### src/rtl/spi_ram_ctrl.sv
// spi_ram_ctrl: command-decoded byte RAM sitting behind an SPI slave (WR_ADDR/WR_DATA/RD_ADDR/RD_DATA).
// Optional macro SPI_RAM_AUTOINC_EN: post-increment write/read addresses for burst access.
module spi_ram_ctrl #(
  parameter int unsigned MEM_DEPTH = 256,
  parameter int unsigned ADDR_SIZE = 8
) (
  input  logic       clk,
  input  logic       rst_n,
  input  logic [9:0] din,
  input  logic       rx_valid,
  output logic [7:0] dout,
  output logic       tx_valid,
  output logic       seq_err
);

  localparam int unsigned DATA_W = 8;

  localparam logic [1:0] OP_WR_ADDR = 2'b00;
  localparam logic [1:0] OP_WR_DATA = 2'b01;
  localparam logic [1:0] OP_RD_ADDR = 2'b10;
  localparam logic [1:0] OP_RD_DATA = 2'b11;

  typedef enum logic [1:0] {
    S_IDLE = 2'd0,
    S_READ = 2'd1,
    S_TX   = 2'd2
  } state_e;

  state_e               state_q;
  logic [ADDR_SIZE-1:0] wr_addr_q;
  logic [ADDR_SIZE-1:0] rd_addr_q;
  logic                 wr_addr_vld_q;
  logic                 rd_addr_vld_q;
  logic [DATA_W-1:0]    mem [MEM_DEPTH];

  logic [1:0]        op;
  logic [DATA_W-1:0] payload;
  logic              wr_addr_cmd;
  logic              wr_data_cmd;
  logic              rd_addr_cmd;
  logic              rd_data_cmd;
  logic              wr_en;
  logic              rd_go;

  // Command decode; din is only meaningful while rx_valid is high.
  assign op          = din[9:8];
  assign payload     = din[7:0];
  assign wr_addr_cmd = rx_valid && (op == OP_WR_ADDR);
  assign wr_data_cmd = rx_valid && (op == OP_WR_DATA);
  assign rd_addr_cmd = rx_valid && (op == OP_RD_ADDR);
  assign rd_data_cmd = rx_valid && (op == OP_RD_DATA);
  assign wr_en       = wr_data_cmd && wr_addr_vld_q;
  assign rd_go       = rd_data_cmd && rd_addr_vld_q;

  // Storage is deliberately not reset so contents survive rst_n.
  always_ff @(posedge clk) begin
    if (wr_en) begin
      mem[wr_addr_q] <= payload;
    end
  end

  always_ff @(posedge clk or negedge rst_n) begin
    if (!rst_n) begin
      state_q       <= S_IDLE;
      dout          <= '0;
      tx_valid      <= 1'b0;
      seq_err       <= 1'b0;
      wr_addr_q     <= '0;
      rd_addr_q     <= '0;
      wr_addr_vld_q <= 1'b0;
      rd_addr_vld_q <= 1'b0;
    end else begin
      seq_err <= (wr_data_cmd && !wr_addr_vld_q) || (rd_data_cmd && !rd_addr_vld_q);

      if (wr_addr_cmd) begin
        wr_addr_q     <= ADDR_SIZE'(payload);
        wr_addr_vld_q <= 1'b1;
      end
`ifdef SPI_RAM_AUTOINC_EN
      else if (wr_en) begin
        wr_addr_q <= wr_addr_q + ADDR_SIZE'(1);
      end
`endif

      // An explicit RD_ADDR landing in the S_READ cycle wins over the burst increment.
      if (rd_addr_cmd) begin
        rd_addr_q     <= ADDR_SIZE'(payload);
        rd_addr_vld_q <= 1'b1;
      end
`ifdef SPI_RAM_AUTOINC_EN
      else if (state_q == S_READ) begin
        rd_addr_q <= rd_addr_q + ADDR_SIZE'(1);
      end
`endif

      case (state_q)
        S_IDLE: begin
          if (rd_go) begin
            state_q  <= S_READ;
            tx_valid <= 1'b0;
          end else if (rd_addr_cmd) begin
            tx_valid <= 1'b0;
          end
        end
        S_READ: begin
          dout     <= mem[rd_addr_q];
          tx_valid <= 1'b1;
          state_q  <= S_TX;
        end
        S_TX: begin
          if (rx_valid) begin
            tx_valid <= 1'b0;
            state_q  <= rd_go ? S_READ : S_IDLE;
          end
        end
        default: begin
          state_q  <= S_IDLE;
          tx_valid <= 1'b0;
        end
      endcase
    end
  end

endmodule
### config.mk
export PLATFORM = sky130hd
export DESIGN_NAME = spi_ram_ctrl
export DESIGN_NICKNAME = d
export VERILOG_FILES = /design/src/rtl/spi_ram_ctrl.sv
export SDC_FILE = /design/constraint.sdc
export NUM_CORES = 2
export LEC_CHECK = 0
export ABC_AREA = 0
export BUFFER_PORTS_ARGS = -buffer_cell sky130_fd_sc_hd__clkbuf_2
export CORE_UTILIZATION = 50
export CTS_CLUSTER_SIZE = 40
export DETAILED_ROUTE_END_ITERATION = 10
export HOLD_SLACK_MARGIN = 0.06
export PLACE_DENSITY = 0.65
export SLEW_MARGIN = 20
export SYNTH_ARGS = -nofsm -noshare
export SYNTH_HDL_FRONTEND = slang
export SYNTH_SLANG_ARGS = --single-unit
### constraint.sdc
create_clock -name clk -period 7.3 [get_ports clk]
set_input_delay 0.365 -clock clk [delete_from_list [all_inputs] [get_ports clk]]
set_output_delay 0.365 -clock clk [all_outputs]
set_load 0.02 [all_outputs]
==> out/metrics.csv <==
metric;value;unit
run status;complete, no violations;
Leakage;27.67;nW
Psw;6.750;mW
final period utilization;0.6037;
CP Class;register to register;
die area;162700;um2
Worst EP arrival;5.17;ns
WHS;0.1058;ns
total of max-cap violations;0;
Worst EP required;8.07;ns
hpwl dp;119500;um
fin nets;3968;
Worst slew margin;0.2255;
Seq/Total Area, Yosys;0.7727;
Starting Density;0.5063;
PnR Total Power;26.95;mW
largest net degree at the start of global routing;165;
# IOs;23;
reg-to-reg setup timing slack;2.89;ns
Worst Skew;0.04098;ns
clock sink count;2078;
Netlist cell types;60;
slowest cell delay on critical path;0.74;ns
H-tree depth;4;
Longest Clk Path Bufs;3;
WHS Path Cells;1;
Max Freq;226.9;MHz
crit start category;register;
final hold vios;0;
Clk pin slew, worst setup/hold paths;0.06;ns
CTS tree;built;
post-CTS setup buffer count;0;
worst min-delay path endpoint;mem[45][7];
Total Routing Usage GR;0.2502;
Hold Path Class;input pin to register;
VDD IR-drop max;0.2645;mV
overall die width;403.4;um
share of cells above drive strength 1;0.2128;
Ys Warns;0;
WL final;201300;um
RSZ-0062 raised after global routing;false;
Main synth FF type;edfxtp_1;
largest cells by area after synthesis;edfxtp_1 (76%), mux4_2 (12%), mux2i_1 (2.3%), nor2_1 (1.4%), dfrtp_1 (0.93%);
Synth area leader;edfxtp_1;
synthesis-to-finish area growth;11.12;%
Net Sw Frac;0.2505;
Pwr Density;301.0;nW/um2
Die Y;403.4;um
Worst Max-Slew Pin Slew;1.152;ns
Worst path most repeated cell;buf_4;
total gr overflow;0;
post_cts resized;0;
fill cell count;11580;
Post-DRT Antenna Nets;0;
Final Max Tran Viols;0;
worst r2r src;rd_addr_q[2];
Slowest cell on crit path;nor4_1;
row count;146;
R2R depth;9;
TritonRoute pass-1 iters;6;
crit path capture type;register;
critical path peak fanout;29;
crit path time final;4.407;ns
vias in the first global route;39570;
Cell Chain, Critical Path;buf_4, nand2b_1, buf_4, o221ai_1, a31oi_1, a22o_1, a221o_1, nor4_1, a211o_1;
Layout Cells excl Fill;6273;
top cell family by delay on the critical path;compound AO/OA/AOI/OAI gates;
dpl cell area;83010;um2
setup ws final;2.893;ns
Via Count;39900;
r2r endpoint;dout[2];
Core ar.;159100;um2
fin area;89510;um2
Gate power share;0.129;
Mapped Cells;3864;
average size of a mapped cell;20.85;um2
antenna violations before repair;12;
Post-Syn Area;80560;um2
clock power share;0.376;
Int Power;20.20;mW
Yosys reg bits;2078;
worst min-delay path startpoint;din[7];
sequential share of power;0.495;
placed insts;5891;
routed vias/inst;6.361;
Yosys top cell area share;0.7634;
crit path buf inv count;2;
PortBufs;22;
Starting DRT DRC Count;5424;
setup TNS;0;ns
Final Core Density;0.5626;
FFs w/ async S/R, synth;0.01444;
commonest cells in the netlist;edfxtp_1 (2048), mux4_2 (443), nor2_1 (298), mux2i_1 (188), clkbuf_1 (117);
syn_nets;3877;
Residual DRC;0;
count leader, synth;edfxtp_1;
Root Driver;clkbuf_16;
Worst-Skew Late Latency;0.84;ns
DR WL/cell;32.09;um
pre-CTS setup slack;2.993;ns
total CTS buffers;202;
first-pass GRT wire length;290200;um
GPL Wtd Cong;0.8636;
final setup fails;0;
EDFF count, synth;2048;
[cells in the final DEF (no fill, tap or decap), drive strengths merged, types with 4 or more instances in the layout]
| master | n |
|---|---|
| a22oi | 83 |
| nand2 | 86 |
| and3 | 6 |
| a311oi | 4 |
| nand3 | 46 |
| mux4 | 443 |
| o31ai | 4 |
| nor2b | 10 |
| a31oi | 15 |
| a211o | 7 |
| nor4 | 9 |
| dfrtp | 30 |
| edfxtp | 2048 |
| mux2i | 188 |
| o221ai | 47 |
| nand4 | 13 |
| o21ai | 33 |
| nor3b | 6 |
| bufinv | 13 |
| a221oi | 9 |
| dlygate4sd3 | 6 |
| buf | 87 |
| a22o | 9 |
| nor3 | 18 |
| or2 | 4 |
| and2 | 17 |
| or3 | 5 |
| a21oi | 52 |
| o211ai | 8 |
| o22ai | 54 |
| nor2 | 298 |
| clkinv | 106 |
| mux2 | 20 |
| a211oi | 15 |
| nand2b | 9 |
| a2111oi | 9 |
| nand3b | 5 |
| or3b | 4 |
| clkbuf | 271 |
| inv | 8 |
[logic make-up after synthesis]
kind of cell / count (synthesis) / share of synthesized area
DFF: 2078 / 0.7727
muxes: 651 / 0.1500
AOI/OAI and AO/OA: 365 / 0.03200
and+or+nand+nor: 538 / 0.02922
buffers and inverters: 232 / 0.01604
[worst register-to-register path, cell delays in order, from the launching register on]
cell	delay [ns]
dfrtp_4	0.70
buf_4	0.50
nand2b_1	0.60
buf_4	0.43
o221ai_1	0.31
a31oi_1	0.15
a22o_1	0.34
a221o_1	0.39
nor4_1	0.74
a211o_1	0.18
[state kept, by name (all words and copies together) (netlist names)]
name and cells:
mem 2048, dout 8, rd_addr_q 8, wr_addr_q 8, state_q 2, rd_addr_vld_q 1
seq_err 1, tx_valid 1, wr_addr_vld_q 1
[how the worst max path moves through the flow]
stage / startpoint / endpoint / cells after the start
3_5_place_dp: rd_addr_q[2] / dout[2] / 9
6_report: rd_addr_q[2] / dout[2] / 9
2_1_floorplan: rd_addr_q[0] / dout[6] / 11
4_1_cts: rd_addr_q[2] / dout[2] / 9
3_3_place_gp: rd_addr_q[2] / dout[5] / 8
5_1_grt: rd_addr_q[2] / dout[2] / 9
[cell type report]
type                            count  area (um2)  share of cell area
Multi-Input combinational cell   1554       17060              0.1906
Inverter                            4       17.52           0.0001957
Clock buffer                      249        5398             0.06030
Sequential cell                  2078       62270              0.6956
Tap cell                         2146        2685             0.03000
Timing Repair Buffer              115        1047             0.01170
Clock inverter                    126        1036             0.01157
Antenna cell                        1       2.502          0.00002796
[what timing repair did]
| item | CTS | global route |
|---|---|---|
| hold buffers | 6 | 0 |
| setup endpoints to repair | 0 | 0 |
| hold endpoints to repair | 34 | 0 |
[routing by layer]
layer / routed length [um] / track usage / vias up
met4: 5911 / 0.07324 / 4
met3: 18810 / 0.04922 / 310
met2: 93730 / 0.3795 / 2067
li1: - / - / 16330
met5: 22 / 0 / -
met1: 82840 / 0.3714 / 21190
[power groups by stage]
stage	Combinational [mW]	Clock (mW)	Sequential, mW
6_report	3.47	10.1	13.3
5_1_grt	3.63	10.7	13.3
4_1_cts	3.48	10.2	13.3
3_5_place_dp	3.46	0	13.6
3_3_place_gp	3.45	0	13.6
2_1_floorplan	2.24	0	13.5
Note: power is estimated with default switching activity, not from simulation.
